--- config.mk ---
export PLATFORM = sky130hd
export DESIGN_NAME = fetch_stage
export DESIGN_NICKNAME = d
export VERILOG_FILES = /design/src/rtl/mips_pkg.sv /design/src/rtl/if_id_reg.sv /design/src/rtl/fetch_stage.sv
export SDC_FILE = /design/constraint.sdc
export NUM_CORES = 1
export LEC_CHECK = 0
export ABC_AREA = 1
export BUFFER_PORTS_ARGS = -buffer_cell sky130_fd_sc_hd__buf_4
export CAP_MARGIN = 10
export CORE_ASPECT_RATIO = 1.2
export CORE_MARGIN = 1.5
export CORE_UTILIZATION = 50
export DETAILED_ROUTE_END_ITERATION = 12
export PLACE_DENSITY_LB_ADDON = 0.25
export SYNTH_ARGS = -nofsm -noshare
export SYNTH_HDL_FRONTEND = slang
export SYNTH_SLANG_ARGS = --single-unit
--- constraint.sdc ---
create_clock -name clk -period 2 [get_ports clk]
set_input_delay 0.3 -clock clk [delete_from_list [all_inputs] [get_ports clk]]
set_output_delay 0.3 -clock clk [all_outputs]
set_load 0.02 [all_outputs]
--- src/rtl/mips_pkg.sv ---
// Shared MIPS pipeline types and constants.
// Fetch FSM encoding and the IF/ID bundle live here.
package mips_pkg;

    localparam logic [31:0] NOP_INSTR  = 32'h0000_0000;
    localparam logic [31:0] RESET_PC   = 32'h0000_0000;
    localparam logic [31:0] HALT_INSTR = 32'hFFFF_FFFF;

    typedef enum logic [1:0] {
        IDLE   = 2'd0,
        RUN    = 2'd1,
        HALTED = 2'd2
    } fetch_state_t;

    typedef struct packed {
        logic [31:0] instr;
        logic [31:0] pc_plus4;
        logic        valid;
    } if_id_t;

    localparam if_id_t IF_ID_BUBBLE = '{
        instr:    NOP_INSTR,
        pc_plus4: 32'h0000_0000,
        valid:    1'b0
    };

endpackage

--- src/rtl/if_id_reg.sv ---
// 65-bit inter-stage register (instr, pc+4, valid).
// clr wins over en and loads a bubble.
module if_id_reg
    import mips_pkg::*;
(
    input  logic   clk,
    input  logic   rst_n,
    input  logic   en,
    input  logic   clr,
    input  if_id_t d,
    output if_id_t q
);

    always_ff @(posedge clk or negedge rst_n) begin
        if (!rst_n) begin
            q <= IF_ID_BUBBLE;
        end else if (clr) begin
            q <= IF_ID_BUBBLE;
        end else if (en) begin
            q <= d;
        end
    end

endmodule

--- src/rtl/fetch_stage.sv ---
// MIPS IF stage: PC, next-PC selection, fetch FSM,
// executed-cycle counter and the IF/ID register.
module fetch_stage #(
    parameter logic [31:0] RESET_PC   = mips_pkg::RESET_PC,
    parameter logic [31:0] HALT_INSTR = mips_pkg::HALT_INSTR,
    parameter int          CNT_WIDTH  = 32
) (
    input  logic                 clk,
    input  logic                 rst_n,
    input  logic                 enable_i,
    input  logic                 step_i,
    input  logic                 StallF,
    input  logic                 StallD,
    input  logic                 PCSrcD,
    input  logic [31:0]          PCBranchD,
    output logic [31:0]          imem_addr,
    input  logic [31:0]          imem_rdata,
    output logic [31:0]          InstrD,
    output logic [31:0]          PCPlus4D,
    output logic                 ValidD,
    output logic                 halted_o,
    output logic [CNT_WIDTH-1:0] cycle_count_o
);

    import mips_pkg::*;

    fetch_state_t         state_q;
    fetch_state_t         state_d;
    logic [31:0]          pc_q;
    logic [31:0]          pc_d;
    logic [31:0]          pc_plus4;
    logic [CNT_WIDTH-1:0] cnt_q;
    logic                 cnt_inc;
    logic                 adv;
    logic                 ifid_en;
    logic                 ifid_clr;
    if_id_t               ifid_d;
    if_id_t               ifid_q;

    assign adv      = enable_i | step_i;
    assign pc_plus4 = pc_q + 32'd4;

    always_comb begin
        state_d  = state_q;
        pc_d     = pc_q;
        ifid_en  = 1'b0;
        ifid_clr = 1'b0;
        cnt_inc  = 1'b0;
        ifid_d   = '{
            instr:    imem_rdata,
            pc_plus4: pc_plus4,
            valid:    1'b1
        };
        if (adv) begin
            unique case (state_q)
                IDLE: state_d = RUN;
                RUN: begin
                    cnt_inc = 1'b1;
                    priority case (1'b1)
                        // StallD without StallF still lets the PC move on
                        StallD: begin
                            if (!StallF) begin
                                pc_d = pc_plus4;
                            end
                        end
                        PCSrcD: begin
                            pc_d     = PCBranchD;
                            ifid_clr = 1'b1;
                        end
                        StallF: ifid_clr = 1'b1;
                        (imem_rdata == HALT_INSTR): begin
                            state_d      = HALTED;
                            ifid_en      = 1'b1;
                            ifid_d.instr = NOP_INSTR;
                            ifid_d.valid = 1'b0;
                        end
                        default: begin
                            pc_d    = pc_plus4;
                            ifid_en = 1'b1;
                        end
                    endcase
                end
                HALTED: ifid_clr = 1'b1;
                default: state_d = IDLE;
            endcase
        end
    end

    always_ff @(posedge clk or negedge rst_n) begin
        if (!rst_n) begin
            state_q <= IDLE;
            pc_q    <= RESET_PC;
            cnt_q   <= '0;
        end else begin
            state_q <= state_d;
            pc_q    <= pc_d;
            if (cnt_inc) begin
                cnt_q <= cnt_q + CNT_WIDTH'(1);
            end
        end
    end

    if_id_reg u_if_id (
        .clk   (clk),
        .rst_n (rst_n),
        .en    (ifid_en),
        .clr   (ifid_clr),
        .d     (ifid_d),
        .q     (ifid_q)
    );

    assign imem_addr     = pc_q;
    assign InstrD        = ifid_q.instr;
    assign PCPlus4D      = ifid_q.pc_plus4;
    assign ValidD        = ifid_q.valid;
    assign halted_o      = (state_q == HALTED);
    assign cycle_count_o = cnt_q;

endmodule

==> impl_metrics.yaml <==
status:
  status: "complete, no violations"
clock_network:
  cts_root_buffer: "clkbuf_16"
  cts_tree: "built"
  cts_made_buffers: 17
  insertion_delay_ns: 0.43
  clock_path_buffers: 2
  htreeDepth: 4
  path_clk_slew_ns: 0.06
  cts.sink_count: 131
power_and_ir_drop:
  switching_power_w: 0.00557
  p_total_w: 0.0134
  p_sw_share_pct: 41.6
  cellLeakagePower_nw: 5.08
  vdd_drop_max_uv: 824
  comb_power_share_pct: 42.7
  p_int_w: 0.00783
  clockPowerShare_pct: 23.2
  p_seq_share_pct: 34.1
  p_per_area_nw_per_um2: 1380
route:
  vias: 7378
  wl_per_cell_um: 15.0
  viasPerCell: 5.20
  drcViolationCount: 0
  ant_nets: 0
  drtIter0Drc: 438
  route.final.wire_length_um: 21300
  first_pass_iters: 6
critical_path:
  worstPathMaxFanout: 5
  endpoint_kind: "flop"
  worstPathRequired_ns: 2.31
  worstSetupPathType: "flop to flop"
  setup.worst_path.start: "imem_addr[3]"
  cp.arrival_ns: 2.16
  rr_startpoint: "imem_addr[3]"
  cp-start-kind: "flop"
grt:
  grt-ovfl-total: 0
  grt_max_degree: 61
  grt_pass1_vias: 7147
  antenna_found_initial: 0
  grt_pass1_wl_um: 33800
  gr-usage-all-layers_pct: 28.5
sta:
  relSlewSlack_pct: 59.5
  clock.fmax_mhz: 541
  postLayoutSetupSlackWorst_ns: 0.153
  worst_clock_skew_ns: 0.0209
  fin_crit_ns: 1.85
  hold_slack_ns: 0.0771
  rsz0062_at_grt: "true"
  hold_viol: 0
  tightestPinTransition_ns: 0.608
  finalCritPeriodShare_pct: 92.3
  slew_violations: 0
  setup_violations: 0
logic_synthesis:
  ys_warn_count: 0
  synth.avg_cell_area_um2: 7.10
  synth_area_leaders: "dfrtp_1 (45%), nand2_1 (25%), nand3_1 (5.1%)"
  synth_xor_area_share_pct: 2.79
  synth_top_family_by_area: "simple AND/OR/NAND/NOR gates"
  synth_seq_cells: 131
  ys_seq_area_share_pct: 45.4
  synth_top_area_share_pct: 45.4
  synth.area.mux_share_pct: 0.451
  synth_compound_area_share_pct: 4.20
  yosys.cell_types.count: 33
  syn-instance-count: 1016
  yosys.area_share.simple_pct: 40.5
  yosys.area_share.adder_pct: 0.867
  yosysTopAreaCell: "dfrtp_1"
  syn_nets: 1092
  syn-cell-area_um2: 7220
placement:
  post-dp-hpwl_um: 15800
  portBuffers: 200
  pre_cts_ws_ns: 0.0671
  gp_congestion: 0.915
die:
  rows: 47
  die_w_um: 113
  die_area_um2: 15200
  die_h_um: 135
  ioPinCount: 201
  initial_utilization_pct: 51.8
  core-area_um2: 13900
min_path:
  holdCritStartpoint: "imem_rdata[2]"
  min_path_type: "input pin to flop"
finish:
  fin_nets: 1312
  most-common-layout-cells: "nand2_1 (488), buf_4 (217), dfrtp_1 (130)"
  n_antenna_cell: 0
  area.growth.synth_to_final_pct: 34.2
  drive_above_1_share_pct: 24.7
  final_common_cell: "nand2_1"
job:
  drv_cap: 0
==> area by class of cell <==
type	instances	area, µm²
clock buffers	18	439
clock inverters	14	153
fillers	1181	4250
inverters	70	263
multi-input cells	789	3530
flip-flops and latches	131	3280
well taps	171	214
repair buffers	227	1800
==> metal layers <==
metal	track usage, %	part of all wire (%)
met4	15.0	4.3
met1	33.2	39
met2	50.0	51
met5	0	0
met3	5.07	5.5
==> power groups by stage <==
| stage | registers [W] | logic, W | clock network, W |
|---|---|---|---|
| after floorplan | 0.00560 | 0.00206 | 0 |
| after global placement | 0.00457 | 0.00560 | 0 |
| after detailed placement | 0.00456 | 0.00572 | 0 |
| after CTS | 0.00454 | 0.00575 | 0.00316 |
| after global routing | 0.00469 | 0.00623 | 0.00327 |
| final | 0.00457 | 0.00573 | 0.00311 |
==> cells in the mapped netlist (all sizes together) <==
cell / n
a21oi: 3
nor3: 12
ha: 5
mux2i: 1
xor2: 17
nand3: 76
nand3b: 4
a22o: 5
o21bai: 7
or2: 16
buf: 21
clkbuf: 5
mux2: 2
nand2: 495
inv: 69
o21ai: 33
clkinv: 1
a21o: 1
xnor2: 6
dfrtp: 131
nor2: 101
nand4: 5
==> worst paths after layout <==
| path | slack (ns) | end | depth (start not counted) |
|---|---|---|---|
| max | 0.15 | imem_addr[16] | 10 |
| min | 0.08 | u_if_id.q[35] | 3 |
| max reg2reg | 0.15 | imem_addr[16] | 10 |
| min reg2reg | 0.48 | u_if_id.q[14] | 2 |
| max in group asynchronous | 0.94 | imem_addr[2] | 3 |
| min in group asynchronous | 0.42 | cycle_count_o[13] | 2 |
==> cells by family after synthesis <==
kind of cell             after synthesis
multiplexers                           3
AND/OR/NAND/NOR                      709
XOR/XNOR                              23
AO/OA/AOI/OAI                         49
buffers and inverters                 96
flip-flops                           131
adder cells (fa/ha/maj)                5
==> state kept, by name (all words and copies together) (netlist names) <==
register and count:
cycle_count_o 32, imem_addr 32, state_q 2, u_if_id.q 65
==> critical path, stage by stage, from the launching register on <==
cell	delay, ns
dfrtp_1	0.44
ha_2	0.29
nand2_1	0.14
nor2_2	0.18
nand2_1	0.13
nor2_2	0.21
nand3_1	0.12
nand3_1	0.08
nand2_1	0.05
nand2_1	0.06
nand2_1	0.05
==> what timing repair did <==
item                                    in CTS  in global routing
buffers inserted                             0                  0
hold buffers                                 1                  0
gates resized for setup                      0                  5
endpoints found under the hold margin       55                  0
endpoints found under the setup margin       0                 46
==> through the flow <==
| stage | setup TNS [ns] | cells | util (%) | instance area [µm²] |
|---|---|---|---|---|
| 2_1_floorplan | 0 | 1016 | - | 7220 |
| 4_1_cts | 0 | 1420 | 69.4 | 9670 |
| 3_3_place_gp | 0 | 1387 | 65.1 | 9070 |
| 3_5_place_dp | 0 | 1387 | 65.1 | 9070 |
| 6_report | 0 | 1420 | 69.5 | 9680 |
| 5_1_grt | -0.0288 | 1420 | 69.5 | 9680 |
Power figures use the tool's default switching activity.
